**src/rtl/mem_access_arbiter_if.sv**
```systemverilog
// rtl/mem_access_arbiter_if.sv - requester, response and RAM signal bundle for mem_access_arbiter
interface mem_access_arbiter_if #(
    parameter int AW = 6,
    parameter int DW = 15
);
    logic          req0_valid;
    logic          req0_ready;
    logic          req0_rw_n;
    logic [AW-1:0] req0_addr;
    logic [DW-1:0] req0_wdata;
    logic          rsp0_valid;
    logic [DW-1:0] rsp0_rdata;

    logic          req1_valid;
    logic          req1_ready;
    logic          req1_rw_n;
    logic [AW-1:0] req1_addr;
    logic [DW-1:0] req1_wdata;
    logic          rsp1_valid;
    logic [DW-1:0] rsp1_rdata;

    logic          mem_cs;
    logic          mem_rw_n;
    logic [AW-1:0] mem_addr;
    logic [DW-1:0] mem_wdata;
    logic [DW-1:0] mem_rdata;

    modport slave (
        input  req0_valid, req0_rw_n, req0_addr, req0_wdata,
        input  req1_valid, req1_rw_n, req1_addr, req1_wdata,
        input  mem_rdata,
        output req0_ready, rsp0_valid, rsp0_rdata,
        output req1_ready, rsp1_valid, rsp1_rdata,
        output mem_cs, mem_rw_n, mem_addr, mem_wdata
    );

    modport master (
        output req0_valid, req0_rw_n, req0_addr, req0_wdata,
        output req1_valid, req1_rw_n, req1_addr, req1_wdata,
        output mem_rdata,
        input  req0_ready, rsp0_valid, rsp0_rdata,
        input  req1_ready, rsp1_valid, rsp1_rdata,
        input  mem_cs, mem_rw_n, mem_addr, mem_wdata
    );
endinterface

```
**src/rtl/mem_access_arbiter.sv**
```systemverilog
// rtl/mem_access_arbiter.sv - two-requester round-robin arbiter and sequencer for the single-port sample RAM
module mem_access_arbiter #(
    parameter int AW     = 6,
    parameter int DW     = 15,
    parameter int RD_LAT = 1
) (
    input  logic                CLK,
    input  logic                RST_N,
    mem_access_arbiter_if.slave bus,
    output logic                busy,
    output logic                last_grant
);
    typedef enum logic [1:0] {IDLE, ISSUE, WAIT, DONE} state_t;

    state_t        state;
    state_t        state_nx;
    logic          win;
    logic          accept;
    logic          sel_rw_n;
    logic [AW-1:0] sel_addr;
    logic [DW-1:0] sel_wdata;
    logic          cap_id;
    logic          cap_rw_n;
    logic [2:0]    wait_cnt;

    // A lone requester always wins; on a tie the one not served last time wins.
    always_comb begin
        win = 1'b0;
        if (bus.req0_valid && bus.req1_valid) begin
            win = ~last_grant;
        end else if (bus.req1_valid) begin
            win = 1'b1;
        end
    end

    assign accept         = (state == IDLE) && (bus.req0_valid || bus.req1_valid);
    assign bus.req0_ready = (state == IDLE) && bus.req0_valid && !win;
    assign bus.req1_ready = (state == IDLE) && bus.req1_valid && win;
    assign sel_rw_n       = win ? bus.req1_rw_n  : bus.req0_rw_n;
    assign sel_addr       = win ? bus.req1_addr  : bus.req0_addr;
    assign sel_wdata      = win ? bus.req1_wdata : bus.req0_wdata;
    assign busy           = (state != IDLE);

    always_comb begin
        state_nx = state;
        case (state)
            IDLE:    if (accept) state_nx = ISSUE;
            ISSUE:   state_nx = cap_rw_n ? WAIT : DONE;
            WAIT:    if (wait_cnt == 3'd0) state_nx = DONE;
            DONE:    state_nx = IDLE;
            default: state_nx = IDLE;
        endcase
    end

    always_ff @(posedge CLK or negedge RST_N) begin
        if (!RST_N) begin
            state <= IDLE;
        end else begin
            state <= state_nx;
        end
    end

    always_ff @(posedge CLK or negedge RST_N) begin
        if (!RST_N) begin
            last_grant     <= 1'b1;
            cap_id         <= 1'b0;
            cap_rw_n       <= 1'b1;
            wait_cnt       <= 3'd0;
            bus.mem_cs     <= 1'b0;
            bus.mem_rw_n   <= 1'b1;
            bus.mem_addr   <= '0;
            bus.mem_wdata  <= '0;
            bus.rsp0_valid <= 1'b0;
            bus.rsp1_valid <= 1'b0;
            bus.rsp0_rdata <= '0;
            bus.rsp1_rdata <= '0;
        end else begin
            // Strobe is high only during ISSUE; address and data hold afterwards.
            bus.mem_cs   <= accept;
            bus.mem_rw_n <= accept ? sel_rw_n : 1'b1;
            if (accept) begin
                last_grant    <= win;
                cap_id        <= win;
                cap_rw_n      <= sel_rw_n;
                bus.mem_addr  <= sel_addr;
                bus.mem_wdata <= sel_wdata;
            end

            if (state == ISSUE) begin
                wait_cnt <= 3'(RD_LAT - 1);
            end else if (state == WAIT) begin
                wait_cnt <= wait_cnt - 3'd1;
            end

            bus.rsp0_valid <= (state_nx == DONE) && !cap_id;
            bus.rsp1_valid <= (state_nx == DONE) && cap_id;
            if (state_nx == DONE && !cap_id) begin
                bus.rsp0_rdata <= cap_rw_n ? bus.mem_rdata : '0;
            end
            if (state_nx == DONE && cap_id) begin
                bus.rsp1_rdata <= cap_rw_n ? bus.mem_rdata : '0;
            end
        end
    end
endmodule
```
**src/flat_wrapper.sv**
```systemverilog
// flat-port wrapper written by rule: the top's interface ports become plain ports
module mem_access_arbiter_flat 
#(
    parameter int AW     = 6,
    parameter int DW     = 15,
    parameter int RD_LAT = 1
)
  (CLK, RST_N, busy, last_grant, bus_req0_valid, bus_req0_rw_n, bus_req0_addr, bus_req0_wdata, bus_req1_valid, bus_req1_rw_n, bus_req1_addr, bus_req1_wdata, bus_mem_rdata, bus_req0_ready, bus_rsp0_valid, bus_rsp0_rdata, bus_req1_ready, bus_rsp1_valid, bus_rsp1_rdata, bus_mem_cs, bus_mem_rw_n, bus_mem_addr, bus_mem_wdata);
  mem_access_arbiter_if #(.AW(AW), .DW(DW)) bus_i ();
  input  logic CLK;
  input  logic RST_N;
  output logic busy;
  output logic last_grant;
  input wire logic [$bits(bus_i.req0_valid)-1:0] bus_req0_valid;
  input wire logic [$bits(bus_i.req0_rw_n)-1:0] bus_req0_rw_n;
  input wire logic [$bits(bus_i.req0_addr)-1:0] bus_req0_addr;
  input wire logic [$bits(bus_i.req0_wdata)-1:0] bus_req0_wdata;
  input wire logic [$bits(bus_i.req1_valid)-1:0] bus_req1_valid;
  input wire logic [$bits(bus_i.req1_rw_n)-1:0] bus_req1_rw_n;
  input wire logic [$bits(bus_i.req1_addr)-1:0] bus_req1_addr;
  input wire logic [$bits(bus_i.req1_wdata)-1:0] bus_req1_wdata;
  input wire logic [$bits(bus_i.mem_rdata)-1:0] bus_mem_rdata;
  output wire logic [$bits(bus_i.req0_ready)-1:0] bus_req0_ready;
  output wire logic [$bits(bus_i.rsp0_valid)-1:0] bus_rsp0_valid;
  output wire logic [$bits(bus_i.rsp0_rdata)-1:0] bus_rsp0_rdata;
  output wire logic [$bits(bus_i.req1_ready)-1:0] bus_req1_ready;
  output wire logic [$bits(bus_i.rsp1_valid)-1:0] bus_rsp1_valid;
  output wire logic [$bits(bus_i.rsp1_rdata)-1:0] bus_rsp1_rdata;
  output wire logic [$bits(bus_i.mem_cs)-1:0] bus_mem_cs;
  output wire logic [$bits(bus_i.mem_rw_n)-1:0] bus_mem_rw_n;
  output wire logic [$bits(bus_i.mem_addr)-1:0] bus_mem_addr;
  output wire logic [$bits(bus_i.mem_wdata)-1:0] bus_mem_wdata;
  assign bus_i.req0_valid = bus_req0_valid;
  assign bus_i.req0_rw_n = bus_req0_rw_n;
  assign bus_i.req0_addr = bus_req0_addr;
  assign bus_i.req0_wdata = bus_req0_wdata;
  assign bus_i.req1_valid = bus_req1_valid;
  assign bus_i.req1_rw_n = bus_req1_rw_n;
  assign bus_i.req1_addr = bus_req1_addr;
  assign bus_i.req1_wdata = bus_req1_wdata;
  assign bus_i.mem_rdata = bus_mem_rdata;
  assign bus_req0_ready = bus_i.req0_ready;
  assign bus_rsp0_valid = bus_i.rsp0_valid;
  assign bus_rsp0_rdata = bus_i.rsp0_rdata;
  assign bus_req1_ready = bus_i.req1_ready;
  assign bus_rsp1_valid = bus_i.rsp1_valid;
  assign bus_rsp1_rdata = bus_i.rsp1_rdata;
  assign bus_mem_cs = bus_i.mem_cs;
  assign bus_mem_rw_n = bus_i.mem_rw_n;
  assign bus_mem_addr = bus_i.mem_addr;
  assign bus_mem_wdata = bus_i.mem_wdata;
  mem_access_arbiter #(.AW(AW), .DW(DW), .RD_LAT(RD_LAT)) u_core (.CLK(CLK), .RST_N(RST_N), .bus(bus_i), .busy(busy), .last_grant(last_grant));
endmodule
```
**config.mk**
```make
export PLATFORM = sky130hd
export DESIGN_NAME = mem_access_arbiter_flat
export DESIGN_NICKNAME = d
export VERILOG_FILES = /design/src/rtl/mem_access_arbiter_if.sv /design/src/rtl/mem_access_arbiter.sv /design/src/flat_wrapper.sv
export SDC_FILE = /design/constraint.sdc
export NUM_CORES = 1
export LEC_CHECK = 0
export CORE_UTILIZATION = 38
export CTS_CLUSTER_SIZE = 25
export DETAILED_ROUTE_END_ITERATION = 7
export HOLD_SLACK_MARGIN = 0.06
export PLACE_DENSITY = 0.79
export RECOVER_POWER = 50
export SYNTH_ARGS = -nofsm -noshare
export SYNTH_HDL_FRONTEND = slang
export SYNTH_SLANG_ARGS = --single-unit
```
**constraint.sdc**
```tcl
create_clock -name CLK -period 2.5 [get_ports CLK]
set_clock_uncertainty 0.2 [all_clocks]
set_input_delay 0.5 -clock CLK [delete_from_list [all_inputs] [get_ports CLK]]
set_output_delay 0.5 -clock CLK [all_outputs]
set_load 0.005 [all_outputs]
```
* Word-level counts from Yosys, hierarchy flattened *
Cells that the tools add are included.

cells by class
  reductions and logical operators = 15
  bitwise operators = 1
  muxes and demuxes = 13
  add/sub/neg operators = 1
  eq/ne operators = 4

operators by type and width
  operator                                                               count
  15-bit 2-to-1 mux                                                      2
  1-bit logical AND                                                      8
  2-bit case mux with 4 select lines                                     1
  2-bit equality test, second input constant                             3
  3-bit 2-to-1 mux                                                       2
  6-bit 2-to-1 mux                                                       1
  1-bit 2-to-1 mux                                                       5
  2-bit 2-to-1 mux                                                       2
  2-bit nonzero test                                                     2
  3-bit logical NOT                                                      1
  3-bit by 1-bit subtractor with 3-bit output, second input constant     1
  2-bit by 1-bit equality test with 1-bit output, second input constant  1
  1-bit logical NOT                                                      2
  2-bit logical NOT                                                      1
  1-bit logical OR                                                       1
  1-bit inverter                                                         1

storage, ports and cells
  bits in registers = 63
  logic and storage cells = 47
  output and inout bits = 59

* Logic depth before layout (Yosys ltp) *
Gate-level depths: netlist of the first run.

  depth after elaboration = 6
  mapped depth = 7

* Least setup slack after synthesis of the first run *
OpenSTA, ideal clock, no wires.

  kind = flip-flop to flip-flop
  start point = register u_core.state[0]
  end point = register u_core.bus.rsp0_rdata[10]
  clock period less this slack = 2391 ps
  setup slack = 109 ps
  cell stages (with the launch flop) = 8
  required time = 2175 ps
  buffers on the path = 1
  arrival time = 2067 ps
  path through = dfrtp_1 inv_1 ha_1 o21ai_2 and3_4 a2111oi_4 buf_6 mux2_2

on the way
  longest elaborated chain between the ends = 6
  elaborated cells on any way between the ends = 10

ends and longest elaborated chain
  what                                    RTL line                                            RTL
  start, declared                         mem_access_arbiter.sv:15                            state_t state;
  start signal, assigned                  mem_access_arbiter.sv:59                            state <= state_nx;
  2-bit logical NOT                       mem_access_arbiter.sv:36, mem_access_arbiter.sv:46
  1-bit logical AND                       mem_access_arbiter.sv:36                            assign accept = (state == IDLE) && (bus.req0_valid || bus.req1_valid);
  2-bit 2-to-1 mux                        mem_access_arbiter.sv:47                            IDLE: if (accept) state_nx = ISSUE;
  2-bit case mux with 4 select lines (*)  mem_access_arbiter.sv:46                            case (state)
  2-bit equality test (*)                 mem_access_arbiter.sv:97                            if (state_nx == DONE && !cap_id) begin
  1-bit logical AND (*)                   mem_access_arbiter.sv:97
  end signal, assigned                    mem_access_arbiter.sv:98                            bus.rsp0_rdata <= cap_rw_n ? bus.mem_rdata : '0;
  end, declared                           mem_access_arbiter_if.sv:32                         output req0_ready, rsp0_valid, rsp0_rdata,

Mark *: on every way between the ends. The rest lies on a longest branch, timed or not.
A chain may end at the register's enable or synchronous reset.

* Worst setup path after layout of the first run *
  start point = register u_core.state[0]
  end point = output port bus_req1_ready

on the way
  longest elaborated chain between the ends = 3

ends and longest elaborated chain
  what                             RTL line                  RTL
  2-bit logical NOT                mem_access_arbiter.sv:38  assign bus.req1_ready = (state == IDLE) && bus.req1_valid && win;
  1-bit logical AND (2 in series)  mem_access_arbiter.sv:38
  end, declared                    flat_wrapper.sv:26        output wire logic [$bits(bus_i.req1_ready)-1:0] bus_req1_ready;

Every way passes these cells.

==> results of run 1 <==
==> what timing repair did <==
item / CTS / global route
buffers inserted: 0 / 1
endpoints found under the hold margin: 20 / 0
setup endpoints to repair: 2 / 1
gates resized for setup: 5 / 1
hold buffers: 1 / 0
==> registers in the layout, summed over array words and instances (netlist names), 2 cells and up <==
name,cells
u_core.bus.mem_addr,6
u_core.bus.mem_wdata,15
u_core.bus.rsp0_rdata,15
u_core.bus.rsp1_rdata,15
u_core.state,2
u_core.wait_cnt,3
==> where the power goes <==
group / internal [mW] / total (mW) / leakage [nW] / switching (mW)
Clock: 0.665 / 1.06 / 0.120 / 0.396
Combinational: 1.49 / 2.41 / 1.05 / 0.918
Sequential: 1.52 / 1.79 / 0.782 / 0.271
Total: 3.68 / 5.26 / 1.95 / 1.58
==> path summary, 6_finish.rpt <==
path / slack, ns / cells after the start / startpoint / end
min: 0.28 / 2 / u_core.bus.mem_wdata[6]$_DFFE_PN0P_ / u_core.bus.mem_wdata[6]$_DFFE_PN0P_
max reg2reg: 0.22 / 7 / u_core.state[0]$_DFF_PN0_ / u_core.bus.rsp0_rdata[1]$_DFFE_PN0P_
min reg2reg: 0.28 / 2 / u_core.bus.mem_wdata[6]$_DFFE_PN0P_ / u_core.bus.mem_wdata[6]$_DFFE_PN0P_
max: 0.13 / 4 / u_core.state[0]$_DFF_PN0_ / bus_req1_ready
max in group asynchronous: 0.40 / 3 / RST_N / u_core.bus.rsp0_rdata[14]$_DFFE_PN0P_
min in group asynchronous: 0.76 / 2 / RST_N / u_core.bus.rsp0_rdata[9]$_DFFE_PN0P_
==> synth_stat cells, types with 2 or more instances <==
cell type  instances  area (sq um)
clkbuf_1           5          18.8
dfstp_2            3          78.8
nand2b_1           2          12.5
buf_2              2          10.0
o21ai_0           26           130
a21oi_1            2          10.0
mux2_2            30           338
and2_1            16           100
mux2i_1           23           230
inv_1              8          30.0
dfrtp_1           60          1500
ha_1               6          75.1
nand2_1           27           101
==> worst reg2reg max path, stage by stage (launching register included) <==
cell and delay (ns):
dfrtp_1 0.41, inv_2 0.11, ha_4 0.17, o21ai_0 0.13, and3_4 0.23, a2111oi_4 0.38
buf_12 0.20, mux2_2 0.34
==> per-layer routing <==
metal  track usage, %  share of wire (%)  vias up
li1                 -                  -     1024
met1             21.5                 43      944
met2             28.1                 46       93
met3             5.88                9.2       11
met4             7.60                1.7        0
met5                0                  0        -
==> per-stage QoR <==
stage / setup slack [ns] / cells / hold WS [ns] / setup TNS [ns]
after floorplan: 0.109 / 222 / 0.00441 / 0
after detailed placement: -0.146 / 438 / 0.270 / -2.52
after global routing: 0.0640 / 456 / 0.313 / 0
after global placement: -0.118 / 438 / 0.261 / -1.55
final: 0.125 / 456 / 0.277 / 0
after CTS: 0.0511 / 455 / 0.286 / 0
==> area by class of cell <==
cell class	count	area, sq um
well taps	96	120
fillers	587	2500
inverters	8	30.0
flip-flops and latches	63	1580
repair buffers	131	1320
multi-input cells	142	1120
clock buffers	9	124
clock inverters	7	120
==> logic make-up after synthesis <==
logic type,count (synthesis),synth area share (%)
adder cells (fa/ha/maj),6,2.73
multiplexers,53,20.6
AND/OR/NAND/NOR,49,8.77
buffers and inverters,17,2.82
AO/OA/AOI/OAI,34,7.68
flip-flops,63,57.4
==> results.json, run 1 <==
{
  "p_leak_nw": 1.95,
  "fin_crit_sh_pct": 95.0,
  "syn_nets": 291,
  "worst_hold_path_type": "reg2reg",
  "synthArstFlopShare_pct": 100,
  "final_cell_mix": "clkdlybuf4s50_1, dfrtp_1, mux2_2",
  "grt_max_degree": 46,
  "worstMarginPinSlew_ns": 1.24,
  "grt_pass1_vias": 2185,
  "numPortBuffers": 121,
  "root_buffer": "clkbuf_8",
  "max_freq_ghz": 0.421,
  "synth_edf_count": 0,
  "peakVddDrop_v": 0.000559,
  "timing_hold_violations_final": 0,
  "wl_um": 6000,
  "max_stage_delay_ns": 0.51,
  "final_util_pct": 63.8,
  "crit_buf_inv": 2,
  "path_max_fanout": 5,
  "synth-seq-cells": 63,
  "globalRouteOverflowTotal": 0,
  "max_slew_margin_pct": 17.5,
  "layout.nets": 424,
  "firstDrtPassIters": 4,
  "worstSetupEndpointType": "output pin",
  "path_cells": "inv_2 > ha_4 > and2_1 > clkdlybuf4s50_1",
  "arrival_ns": 1.67,
  "antenna_left": 0,
  "min_period_ns": 2.37,
  "cts_tree": "done",
  "ys_warn_count": 0,
  "synth-seq-area-share_pct": 57.4,
  "required_ns": 1.80,
  "total_power_mw": 5.26,
  "initial_utilization_pct": 39.9,
  "critPathKind": "reg2out",
  "grt_pass1_wl_um": 10100,
  "cts_buffers": 9,
  "clockBufferDepth": 2,
  "htreeDepth": 3,
  "die_h_um": 87.1,
  "cp_slowest_cell": "clkdlybuf4s50_1",
  "die_w_um": 87.1,
  "numClockSinks": 63,
  "row_count": 30,
  "drive_gt1_share_pct": 17.8,
  "core_area_sq_mm": 0.00691,
  "num_vias": 2072,
  "num_antenna_cells": 0,
  "viasPerCell": 4.54,
  "path_clk_slew_ns": 0.07,
  "final_cell_area_sq_mm": 0.00441,
  "layout_commonest_cell": "clkdlybuf4s50_1",
  "hpwl_um": 4480,
  "drc": 0,
  "status": "finished clean",
  "area_growth_pct": 60.0,
  "syn_inst": 222,
  "antenna_found_initial": 0,
  "rsz0062_at_grt": "no",
  "finalSetupViolCount": 0,
  "postSynthAreaPerCell_sq_um": 12.4,
  "max-cap-violations": 0,
  "place.gp.congestion": 0.721,
  "crit_family": "buffers and inverters",
  "dieArea_sq_mm": 0.00759,
  "io_pins": 122,
  "slew_violations": 0,
  "drt_iter0_markers": 37,
  "p_per_area_mw_per_mm2": 1190,
  "postPlaceCellArea_sq_mm": 0.00414,
  "track_usage_pct": 17.5,
  "wl_per_cell_um": 13.2,
  "startpoint_type": "flop",
  "ys_types": 25,
  "synthFlopType": "dfrtp_1",
  "netlist_area_sq_mm": 0.00275,
  "worstSkewPairLatency_ns": 0.33
}
Note: power is estimated with default switching activity, not from simulation.
==> inputs of run 2 (changes only) <==
--- a/config.mk
+++ b/config.mk
@@ -5,9 +5,10 @@
 export SDC_FILE = /design/constraint.sdc
 export NUM_CORES = 1
 export LEC_CHECK = 0
-export CORE_UTILIZATION = 38
+export CORE_UTILIZATION = 40
 export CTS_CLUSTER_SIZE = 25
 export DETAILED_ROUTE_END_ITERATION = 7
+export GPL_ROUTABILITY_DRIVEN = 0
 export HOLD_SLACK_MARGIN = 0.06
 export PLACE_DENSITY = 0.79
 export RECOVER_POWER = 50
==> constraint.sdc (replaced) <==
create_clock -name CLK -period 3 [get_ports CLK]
set_clock_uncertainty 0.2 [all_clocks]
set_input_delay 0.6 -clock CLK [delete_from_list [all_inputs] [get_ports CLK]]
set_output_delay 0.6 -clock CLK [all_outputs]
set_load 0.005 [all_outputs]
==> results.json, run 2 (synthesis results as in run 1) <==
{
  "status": "complete, but fails checks",
  "violations": "DRC",
  "slew_violations": 0,
  "drt_iter0_markers": 62,
  "final_cell_mix": "clkdlybuf4s50_1, dfrtp_1, mux2_2",
  "core_area_sq_mm": 0.00649,
  "path_clk_slew_ns": 0.06,
  "cts_resized": 0,
  "die_h_um": 85.0,
  "multi_input_area_sq_mm": 0.00110,
  "cts_tree": "done",
  "required_ns": 2.20,
  "worstSetupEndpointType": "output pin",
  "whs_ns": 0.276,
  "antenna_left": 0,
  "worstSkewPairLatency_ns": 0.33,
  "critPathKind": "in2out",
  "timing_hold_violations_final": 0,
  "grt_max_degree": 46,
  "hold_start": "u_core.bus.mem_wdata[0]$_DFFE_PN0P_",
  "max_freq_ghz": 0.358,
  "peakVddDrop_v": 0.000401,
  "layout_commonest_cell": "clkdlybuf4s50_1",
  "hold_buffers": 0,
  "grt_pass1_wl_um": 10300,
  "p_leak_nw": 1.92,
  "track_usage_pct": 18.8,
  "drive_gt1_share_pct": 16.3,
  "path_max_fanout": 4,
  "globalRouteOverflowTotal": 0,
  "startpoint_type": "input port",
  "min_period_ns": 2.79,
  "r2r_start": "u_core.state[0]$_DFF_PN0_",
  "area_growth_pct": 57.2,
  "dp_cells": 417,
  "num_vias": 2102,
  "final_util_pct": 66.6,
  "dieArea_sq_mm": 0.00722,
  "reg_top3": "u_core.bus.mem_wdata (15), u_core.bus.rsp0_rdata (15), u_core.bus.rsp1_rdata (15)",
  "firstDrtPassIters": 6,
  "viasPerCell": 4.85,
  "antenna_found_initial": 0,
  "clockBufferDepth": 2,
  "stdcell_count": 433,
  "post-place-ws_ns": 0.175,
  "row_count": 29,
  "initial_utilization_pct": 42.4,
  "numPortBuffers": 121,
  "drc": 10,
  "p_per_area_mw_per_mm2": 1020,
  "tns_ns": 0,
  "worstMarginPinSlew_ns": 1.48,
  "cts_buffers": 9,
  "io_pins": 122,
  "max-cap-violations": 0,
  "worst_hold_path_type": "reg2reg",
  "cts_setup_buffers": 0,
  "hpwl_um": 4600,
  "die_w_um": 85.0,
  "crit_start": "bus_req1_valid",
  "rsz0062_at_grt": "no",
  "wl_per_cell_um": 14.3,
  "arrival_ns": 1.99,
  "fin_crit_sh_pct": 93.1,
  "fillCellCount": 509,
  "finalSetupViolCount": 0,
  "htreeDepth": 3,
  "setup_slack_ns": 0.208,
  "root_buffer": "clkbuf_8",
  "max_slew_margin_pct": 1.66,
  "layout.nets": 420,
  "seqCellArea_sq_mm": 0.00158,
  "num_antenna_cells": 0,
  "grt_pass1_vias": 2094,
  "wl_um": 6200,
  "numClockSinks": 63
}
-- run 2: metrics by stage --
stage	cell area (sq um)	power (mW)
6_report	4330	4.40
3_3_place_gp	4090	3.44
2_1_floorplan	2750	2.42
5_1_grt	4330	4.72
4_1_cts	4350	4.49
3_5_place_dp	4090	3.51
-- run 2: cell type report --
cell class,instances,area share [%]
inverter,8,0.694
clock buffer,10,2.95
tap,77,2.23
multi-input combinational,142,25.5
sequential,63,36.5
clock inverter,6,3.06
timing repair buffer,127,29.1
-- run 2: final timing paths --
path	to	slack [ns]	cells past startpoint
worst max register to register	u_core.bus.rsp0_rdata[11]$_DFFE_PN0P_	0.51	7
min in group asynchronous	u_core.bus.rsp1_rdata[4]$_DFFE_PN0P_	0.41	1
max in group asynchronous	u_core.bus.mem_addr[4]$_DFFE_PN0P_	0.65	2
worst min-delay path	u_core.bus.mem_wdata[0]$_DFFE_PN0P_	0.28	2
worst min register to register	u_core.bus.mem_wdata[0]$_DFFE_PN0P_	0.28	2
worst max-delay path	bus_req1_ready	0.21	4
-- run 2: power breakdown --
part           switching [mW]  leakage, nW  internal (mW)
Sequential              0.230        0.782           1.27
Combinational           0.768         1.01           1.19
Clock                   0.313        0.126          0.635
-- run 2: per-layer routing --
metal	share of wire, %	track usage [%]	vias up
li1	-	-	1016
met1	42	23.3	971
met2	44	27.9	109
met3	13	9.53	6
met4	1.2	7.40	0
met5	0	0	-
-- run 2: critical path, stage by stage --
cell and delay [ns]:
clkdlybuf4s50_1 0.50, a21boi_4 0.22, and2_1 0.16, clkdlybuf4s50_1 0.51
==> inputs of run 3 (changes only) <==
--- a/config.mk
+++ b/config.mk
@@ -6,6 +6,7 @@
 export NUM_CORES = 1
 export LEC_CHECK = 0
 export CORE_UTILIZATION = 40
+export CTS_BUF_LIST = sky130_fd_sc_hd__clkbuf_16
 export CTS_CLUSTER_SIZE = 25
 export DETAILED_ROUTE_END_ITERATION = 7
 export GPL_ROUTABILITY_DRIVEN = 0
==> results.json, run 3 (synthesis results as in run 1) <==
{
  "status": "complete, but fails checks",
  "violations": "DRC, capacitance limit, slew limit",
  "cts_setup_buffers": 0,
  "path_clk_slew_ns": 0.05,
  "clockBufferDepth": 2,
  "peakVddDrop_v": 0.000412,
  "cts_buffers": 9,
  "crit_family": "buffers and inverters",
  "drc": 10,
  "firstDrtPassIters": 6,
  "antenna_left": 0,
  "final_cell_mix": "clkdlybuf4s50_1, dfrtp_1, mux2_2",
  "fin_crit_sh_pct": 93.1,
  "die_w_um": 85.0,
  "worst_hold_path_type": "reg2reg",
  "hpwl_um": 4600,
  "numPortBuffers": 121,
  "arrival_ns": 1.99,
  "r2r_start": "u_core.state[0]$_DFF_PN0_",
  "min_period_ns": 2.79,
  "row_count": 29,
  "max_freq_ghz": 0.358,
  "viasPerCell": 4.85,
  "finalSetupViolCount": 0,
  "startpoint_type": "input port",
  "worstSkewPairLatency_ns": 0.32,
  "numClockSinks": 63,
  "path_cells": "clkdlybuf4s50_1 > a21boi_4 > and2_1 > clkdlybuf4s50_1",
  "layout.nets": 420,
  "timing_hold_violations_final": 0,
  "dieArea_sq_mm": 0.00722,
  "hold_start": "u_core.bus.mem_wdata[0]$_DFFE_PN0P_",
  "track_usage_pct": 18.9,
  "drive_gt1_share_pct": 16.3,
  "p_leak_nw": 1.99,
  "p_per_area_mw_per_mm2": 1050,
  "wl_um": 6190,
  "path_max_fanout": 4,
  "die_h_um": 85.0,
  "cts_resized": 0,
  "max_slew_margin_pct": -0.979,
  "drt_iter0_markers": 76,
  "max-cap-violations": 1,
  "fillCellCount": 497,
  "hold_buffers": 0,
  "antenna_found_initial": 0,
  "num_antenna_cells": 0,
  "critPathKind": "in2out",
  "use_met2_pct": 27.7,
  "layout_commonest_cell": "clkdlybuf4s50_1",
  "io_pins": 122,
  "multi_input_area_sq_mm": 0.00110,
  "area_growth_pct": 60.8,
  "core_area_sq_mm": 0.00649,
  "rsz0062_at_grt": "no",
  "use_met3_pct": 8.27,
  "cpMostUsedCell": "clkdlybuf4s50_1",
  "globalRouteOverflowTotal": 0,
  "worstSetupEndpointType": "output pin",
  "max_stage_delay_ns": 0.51,
  "worstMarginPinSlew_ns": 1.51,
  "grt_pass1_vias": 2084,
  "wl_per_cell_um": 14.3,
  "tns_ns": 0,
  "crit_start": "bus_req1_valid",
  "setup_slack_ns": 0.208,
  "seqCellArea_sq_mm": 0.00158,
  "post-place-ws_ns": 0.175,
  "cts_tree": "done",
  "cp_slowest_cell": "clkdlybuf4s50_1",
  "required_ns": 2.20,
  "num_vias": 2100,
  "crit_buf_inv": 2,
  "reg_top3": "u_core.bus.mem_wdata (15), u_core.bus.rsp0_rdata (15), u_core.bus.rsp1_rdata (15)",
  "grt_max_degree": 46,
  "grt.met1_usage_pct": 23.2,
  "total_power_mw": 4.67,
  "htreeDepth": 3,
  "grt_pass1_wl_um": 10200,
  "busiest_layer": "met2",
  "slew_violations": 30,
  "root_buffer": "clkbuf_16",
  "initial_utilization_pct": 42.4
}
-- run 3: metal layers --
metal	up-vias	wire length, um
met2	113	2600
li1	1016	-
met1	958	2680
met4	0	165
met5	-	0
met3	13	741
-- run 3: report_power, final --
part           switching, mW  internal (mW)
sequential             0.227           1.27
combinational          0.766           1.17
clock                  0.349          0.890
-- run 3: worst register-to-register path, delay by kind of cell, from the launching register on --
family	cells	cell delay, ns
flops	1	0.40
simple gates	1	0.24
mux	1	0.35
buf+inv	2	0.33
compound gates	2	0.56
fa+ha+maj	1	0.28
-- run 3: stage by stage --
stage | util [%] | hold WS [ns] | instance area, sq um | cells
finish | 68.2 | 0.273 | 4430 | 433
global route | 68.2 | 0.299 | 4430 | 433
CTS | 68.5 | 0.127 | 4450 | 433
detailed placement | 63.0 | 0.269 | 4090 | 417
global placement | 63.0 | 0.260 | 4090 | 417
floorplan | - | 0.104 | 2750 | 222
-- run 3: cell type report --
type	instances	area share (%)
Sequential cell	63	35.7
Timing Repair Buffer	127	28.4
Clock buffer	9	5.08
Multi-Input combinational cell	142	24.9
Clock inverter	7	3.08
Tap cell	77	2.18
Inverter	8	0.678
-- run 3: final timing paths --
check,slack [ns],cells past startpoint,to
min,0.27,2,u_core.bus.mem_wdata[0]$_DFFE_PN0P_
min reg2reg,0.27,2,u_core.bus.mem_wdata[0]$_DFFE_PN0P_
max reg2reg,0.52,7,u_core.bus.rsp0_rdata[11]$_DFFE_PN0P_
max,0.21,4,bus_req1_ready
min in group asynchronous,0.44,1,u_core.bus.rsp1_rdata[4]$_DFFE_PN0P_
max in group asynchronous,0.60,2,u_core.bus.mem_wdata[9]$_DFFE_PN0P_
==> RTL edit 1: new RTL, config.mk and constraints of run 1 <==
`DW` is set to 15 in 3 places; all go to 17.
--- a/src/rtl/mem_access_arbiter_if.sv
+++ b/src/rtl/mem_access_arbiter_if.sv
@@ -1,7 +1,7 @@
 // rtl/mem_access_arbiter_if.sv - requester, response and RAM signal bundle for mem_access_arbiter
 interface mem_access_arbiter_if #(
     parameter int AW = 6,
-    parameter int DW = 15
+    parameter int DW = 17
 );
     logic          req0_valid;
     logic          req0_ready;
--- a/src/rtl/mem_access_arbiter.sv
+++ b/src/rtl/mem_access_arbiter.sv
@@ -1,7 +1,7 @@
 // rtl/mem_access_arbiter.sv - two-requester round-robin arbiter and sequencer for the single-port sample RAM
 module mem_access_arbiter #(
     parameter int AW     = 6,
-    parameter int DW     = 15,
+    parameter int DW     = 17,
     parameter int RD_LAT = 1
 ) (
     input  logic                CLK,
--- a/src/flat_wrapper.sv
+++ b/src/flat_wrapper.sv
@@ -2,7 +2,7 @@
 module mem_access_arbiter_flat 
 #(
     parameter int AW     = 6,
-    parameter int DW     = 15,
+    parameter int DW     = 17,
     parameter int RD_LAT = 1
 )
   (CLK, RST_N, busy, last_grant, bus_req0_valid, bus_req0_rw_n, bus_req0_addr, bus_req0_wdata, bus_req1_valid, bus_req1_rw_n, bus_req1_addr, bus_req1_wdata, bus_mem_rdata, bus_req0_ready, bus_rsp0_valid, bus_rsp0_rdata, bus_req1_ready, bus_rsp1_valid, bus_rsp1_rdata, bus_mem_cs, bus_mem_rw_n, bus_mem_addr, bus_mem_wdata);
Ports: changed (6 resized); port bits go from 122 to 134. No check against the original RTL was run, so the function may have changed too.
==> RTL edit 1 against run 1 <==
- synthesized cell count rose by 9.0%
- power rose by 3.6%
- global-route usage fell by 0.13 points
- combinational power rose by 10%
- cell area rose by 6.9%
- sequential cell count rose by 6
- routed wire length rose by 12%
- non-clock buffer count rose by 11
- synthesized area rose by 9.3%
- count of clock-buffer cells in the layout rose by 2
- setup slack got worse by 0.015 ns
==> RTL edit 1: results (changes against run 1) <==
- Worst r2r src: u_core.wait_cnt[0] (was u_core.state[0])
- DR pass1 iterations: 3 (was 4)
- Detailed Place HPWL: 4910 µm (was 4480 µm)
- DR WL/cell: 13.7 µm (was 13.2 µm)
- Via-to-Cell Ratio: 4.63 (was 4.54)
- Chip width: 91.0 µm (was 87.1 µm)
- LEAKAGE: 0.00207 µW (was 0.00195 µW)
- Starting DRC count in detailed routing: 68 (was 37)
- Tot GR Track Use: 17.3% (was 17.5%)
- Post-synth cell types: 24 (was 25)
- Post-Place Cell Area: 4520 µm² (was 4140 µm²)
- Share of layout cells above drive strength 1: 17.7% (was 17.8%)
- Gp weighted congestion: 0.821 (was 0.721)
- Net count after synthesis: 317 (was 291)
- CP arrival: 1.69 ns (was 1.67 ns)
- Post-synthesis sequential area ratio: 57.5% (was 57.4%)
- First-pass GRT wire length: 11200 µm (was 10100 µm)
- Placed cells: 474 (was 438)
- Min-delay src: u_core.bus.mem_wdata[16] (was u_core.bus.mem_wdata[6])
- Top post-synthesis cells by area: dfrtp_1, mux2_2, mux2i_1 (unchanged)
- Largest net degree at the start of global routing: 70 (was 46)
- Nets@finish: 459 (was 424)
- WHS: 0.279 ns (was 0.277 ns)
- Number of synthesized register bits: 69 (was 63)
- Number of fill cells: 626 (was 587)
- Slew Limit Headroom: 38.9% (was 17.5%)
- DP Worst Slack: -0.162 ns (was -0.146 ns)
- Avg Cell Area, Syn: 12.4 µm² (about the same)
- Port Buffers: 133 (was 121)
- Outcome: complete, no violations (unchanged)
- Largest regs: u_core.bus.mem_wdata (17), u_core.bus.rsp0_rdata (17), u_core.bus.rsp1_rdata (17) (was u_core.bus.mem_wdata (15), u_core.bus.rsp0_rdata (15), u_core.bus.rsp1_rdata (15))
- Vias in the first global route: 2295 (was 2185)
- Maximum vdd drop: 0.586 mV (was 0.559 mV)
- Synth cell count leaders: dfrtp_1, mux2_2, nand2_1 (unchanged)
## RTL edit 1: cell type report
| type | count | area [µm²] | share of cell area, % |
|---|---|---|---|
| well taps | 102 | 128 | 2.71 |
| flip-flops and latches | 69 | 1730 | 36.7 |
| clock inverters | 5 | 33.8 | 0.717 |
| repair buffers | 142 | 1420 | 30.1 |
| multi-input cells | 154 | 1220 | 25.9 |
| clock buffers | 11 | 151 | 3.21 |
| inverters | 8 | 30.0 | 0.637 |
## RTL edit 1: repair_timing
| item | in CTS | in global routing |
|---|---|---|
| pin swaps | 0 | 0 |
| setup endpoints to repair | 2 | 2 |
| hold endpoints to repair | 66 | 0 |
| gates resized for setup | 5 | 1 |
| hold buffers | 1 | 0 |
| buffers inserted | 0 | 0 |
## RTL edit 1: metrics by stage
stage | setup TNS, ns | total power, µW
detailed placement | -2.93 | 4650
global route | 0 | 5860
CTS | 0 | 5550
global placement | -1.77 | 4550
finish | 0 | 5450
floorplan | 0 | 3170
## RTL edit 1: cell families (layout without fill, tap and decap cells)
| kind of cell | after synthesis | in the layout | synth area share [%] |
|---|---|---|---|
| buffers and inverters | 19 | 166 | 2.95 |
| AND/OR/NAND/NOR | 53 | 53 | 8.69 |
| flip-flops | 69 | 69 | 57.5 |
| AO/OA/AOI/OAI | 36 | 36 | 7.36 |
| multiplexers | 59 | 59 | 21.0 |
| adder cells (fa/ha/maj) | 6 | 6 | 2.49 |
## RTL edit 1: worst max path at each step
stage                          from                         to  slack, ns  cells after the start
floorplan           u_core.state[0]  u_core.bus.rsp0_rdata[10]       0.08                      7
global placement     bus_req0_valid  u_core.bus.rsp0_rdata[10]      -0.09                      6
detailed placement   bus_req0_valid  u_core.bus.rsp0_rdata[10]      -0.16                      6
CTS                 u_core.state[0]             bus_req0_ready       0.02                      5
global route        u_core.state[1]             bus_req0_ready       0.01                      5
finish              u_core.state[1]             bus_req0_ready       0.11                      5
## RTL edit 1: power breakdown
part	switching [µW]	leakage [µW]	internal, µW	total [µW]
logic	1010	0.00112	1650	2660
clock network	415	0.0000917	414	829
registers	303	0.000857	1660	1960
total	1730	0.00207	3720	5450
## RTL edit 1: metal layers
layer / wire length, µm / global-route usage [%]
met2: 3230 / 27.4
met1: 2910 / 22.2
met3: 483 / 6.37
met4: 96 / 5.56
met5: 0 / 0
## RTL edit 1: critical path: cells and delay by family (launching register included)
kind | cells | cell delay, ns
AND/OR/NAND/NOR | 2 | 0.16
flip-flops | 1 | 0.38
adder cells (fa/ha/maj) | 1 | 0.17
buffers and inverters | 2 | 0.64
==> RTL edit 2: new RTL, settings of run 1 <==
Made on the original files. Re-encode `state_t` (4 states) as one-hot, 4 bits wide.
--- a/src/rtl/mem_access_arbiter.sv
+++ b/src/rtl/mem_access_arbiter.sv
@@ -10,7 +10,7 @@
     output logic                busy,
     output logic                last_grant
 );
-    typedef enum logic [1:0] {IDLE, ISSUE, WAIT, DONE} state_t;
+    typedef enum logic [3:0] {IDLE = 4'b0001, ISSUE = 4'b0010, WAIT = 4'b0100, DONE = 4'b1000} state_t;
 
     state_t        state;
     state_t        state_nx;
Formal check against the unedited RTL: no difference found for any inputs over 10 cycles, from zero or initial values and one cycle with RST_N low; not proved beyond that.
==> RTL edit 2 against run 1 <==
- synthesized cell count increased by 32%
- sequential cell count increased by 2
- die area increased by 20%
- via count increased by 40%
- setup slack got worse by 0.0061 ns
- routed wire length increased by 54%
- final cell count increased by 19%
- synthesized area increased by 20%
- worst hold slack improved by 0.028 ns
- first-iteration DRC count increased to 3.6 times the old value
- utilization decreased by 3.9 points
- power increased by 8.0%
- sequential power increased by 6%
- cell area increased by 13%
- critical path type is now flop to flop
- critical endpoint is now u_core.last_grant
==> RTL edit 2: results (changes against run 1) <==
- First-pass GRT wire length: 14900 µm (was 10100 µm)
- Share of layout cells above drive strength 1: 22.7% (was 17.8%)
- Starting DRC count in detailed routing: 134 (was 37)
- Htree depth: 3 (unchanged)
- Post-synth cell types: 41 (was 25)
- Kind of critical path: flop to flop (was flop to primary output)
- Worst reg-to-reg path cell count: 12 (was 7)
- Gp weighted congestion: 0.808 (was 0.721)
- Largest delay share family, worst path: buffers and inverters (unchanged)
- Post-Syn Instances: 292 (was 222)
- Reg2reg end: u_core.last_grant (was u_core.bus.rsp0_rdata[1])
- Via Count: 2899 (was 2072)
- Clk_lat worst skew: 0.35 ns (was 0.33 ns)
- Tmin final: 2.38 ns (was 2.37 ns)
- Post-synthesis sequential area ratio: 49.2% (was 57.4%)
- Maximum vdd drop: 0.675 mV (was 0.559 mV)
- Net count after synthesis: 357 (was 291)
- Compound-Gate Fraction of Synth Area: 18.3% (was 7.68%)
- Placed cells: 510 (was 438)
- Tot GR Track Use: 21.6% (was 17.5%)
- Post-Place Cell Area: 4660 µm² (was 4140 µm²)
- DP Worst Slack: -0.143 ns (was -0.146 ns)
- Mux contribution to synthesized area: 14.9% (was 20.6%)
- Crit path max fanout: 3 (was 5)
- Flop-to-flop setup slack: 0.12 ns (was 0.22 ns)
- Nets@finish: 497 (was 424)
- Slew @ Worst Pin: 1.10 ns (was 1.24 ns)
- Antenna violations before repair: 0 (unchanged)
- Worst min-delay path class: flop to flop (unchanged)
- Outcome: complete, no violations (unchanged)
- DR WL/cell: 17.1 µm (was 13.2 µm)
- Min-delay src: u_core.bus.mem_addr[1] (was u_core.bus.mem_wdata[6])
- XOR/XNOR Fraction of Synth Area: 0.264% (was 0%)
- Number of fill cells: 688 (was 587)
- Largest net degree at the start of global routing: 66 (was 46)
- Seq. cell area: 1630 µm² (was 1580 µm²)
- Number of antenna cells inserted: 0 (unchanged)
- Most common flop cell mapped by yosys: dfrtp_1 (unchanged)
- WHS Path Cells: 1 (was 2)
- Worst path max stage delay: 0.53 ns (was 0.51 ns)
- Vias in the first global route: 3024 (was 2185)
- WHS: 0.305 ns (was 0.277 ns)
- Port Buffers: 121 (unchanged)
- LEAKAGE: 0.00206 µW (was 0.00195 µW)
- Top post-synthesis cells by area: dfrtp_1, mux2_2, a221o_1 (was dfrtp_1, mux2_2, mux2i_1)
- Async set or reset register ratio after synthesis: 100% (unchanged)
- CP arrival: 2.46 ns (was 1.67 ns)
- Via-to-Cell Ratio: 5.35 (was 4.54)
- Top cell type's share of synthesized area: 46.0% (was 54.5%)
- Synth cell count leaders: dfrtp_1, mux2_2, a21oi_1, nand2_1, a221o_1 (was dfrtp_1, mux2_2, nand2_1)
- CP Launch Point: u_core.state[0] (unchanged)
- Fraction of the mapped netlist area in adder cells: 0.754% (was 2.73%)
- Detailed Place HPWL: 5980 µm (was 4480 µm)
- Slowest cell on the critical path: dfstp_2 (was clkdlybuf4s50_1)
- Hold path endpoint: u_core.bus.mem_addr[1] (was u_core.bus.mem_wdata[6])
- P_sw: 1990 µW (was 1580 µW)
## RTL edit 2: power groups by stage
stage	Combinational (µW)	Clock (µW)	Sequential, µW
floorplan	1470	0	1840
global placement	2630	0	1890
detailed placement	2690	0	1920
CTS	2880	963	1900
global route	3110	1000	1960
finish	2850	937	1890
## RTL edit 2: metal layers
metal	up-vias	GRT usage, %	share of wire [%]
li1	1356	-	-
met1	1390	28.0	44
met2	142	33.5	45
met3	11	7.18	9.8
met4	0	7.96	1.3
met5	-	0	0
## RTL edit 2: what timing repair did
action	in CTS	in global routing
gates resized for setup	10	3
endpoints found under the hold margin	61	0
buffers inserted	13	3
hold buffers	1	0
endpoints found under the setup margin	3	3
pin swaps	4	2
## RTL edit 2: final cells by class
cell class                 instances  share of cell area [%]
multi-input combinational        196                    30.4
sequential                        65                    32.7
clock inverter                     6                    1.33
tap                              105                    2.63
inverter                           8                   0.601
timing repair buffer             152                    29.6
clock buffer                      10                    2.76
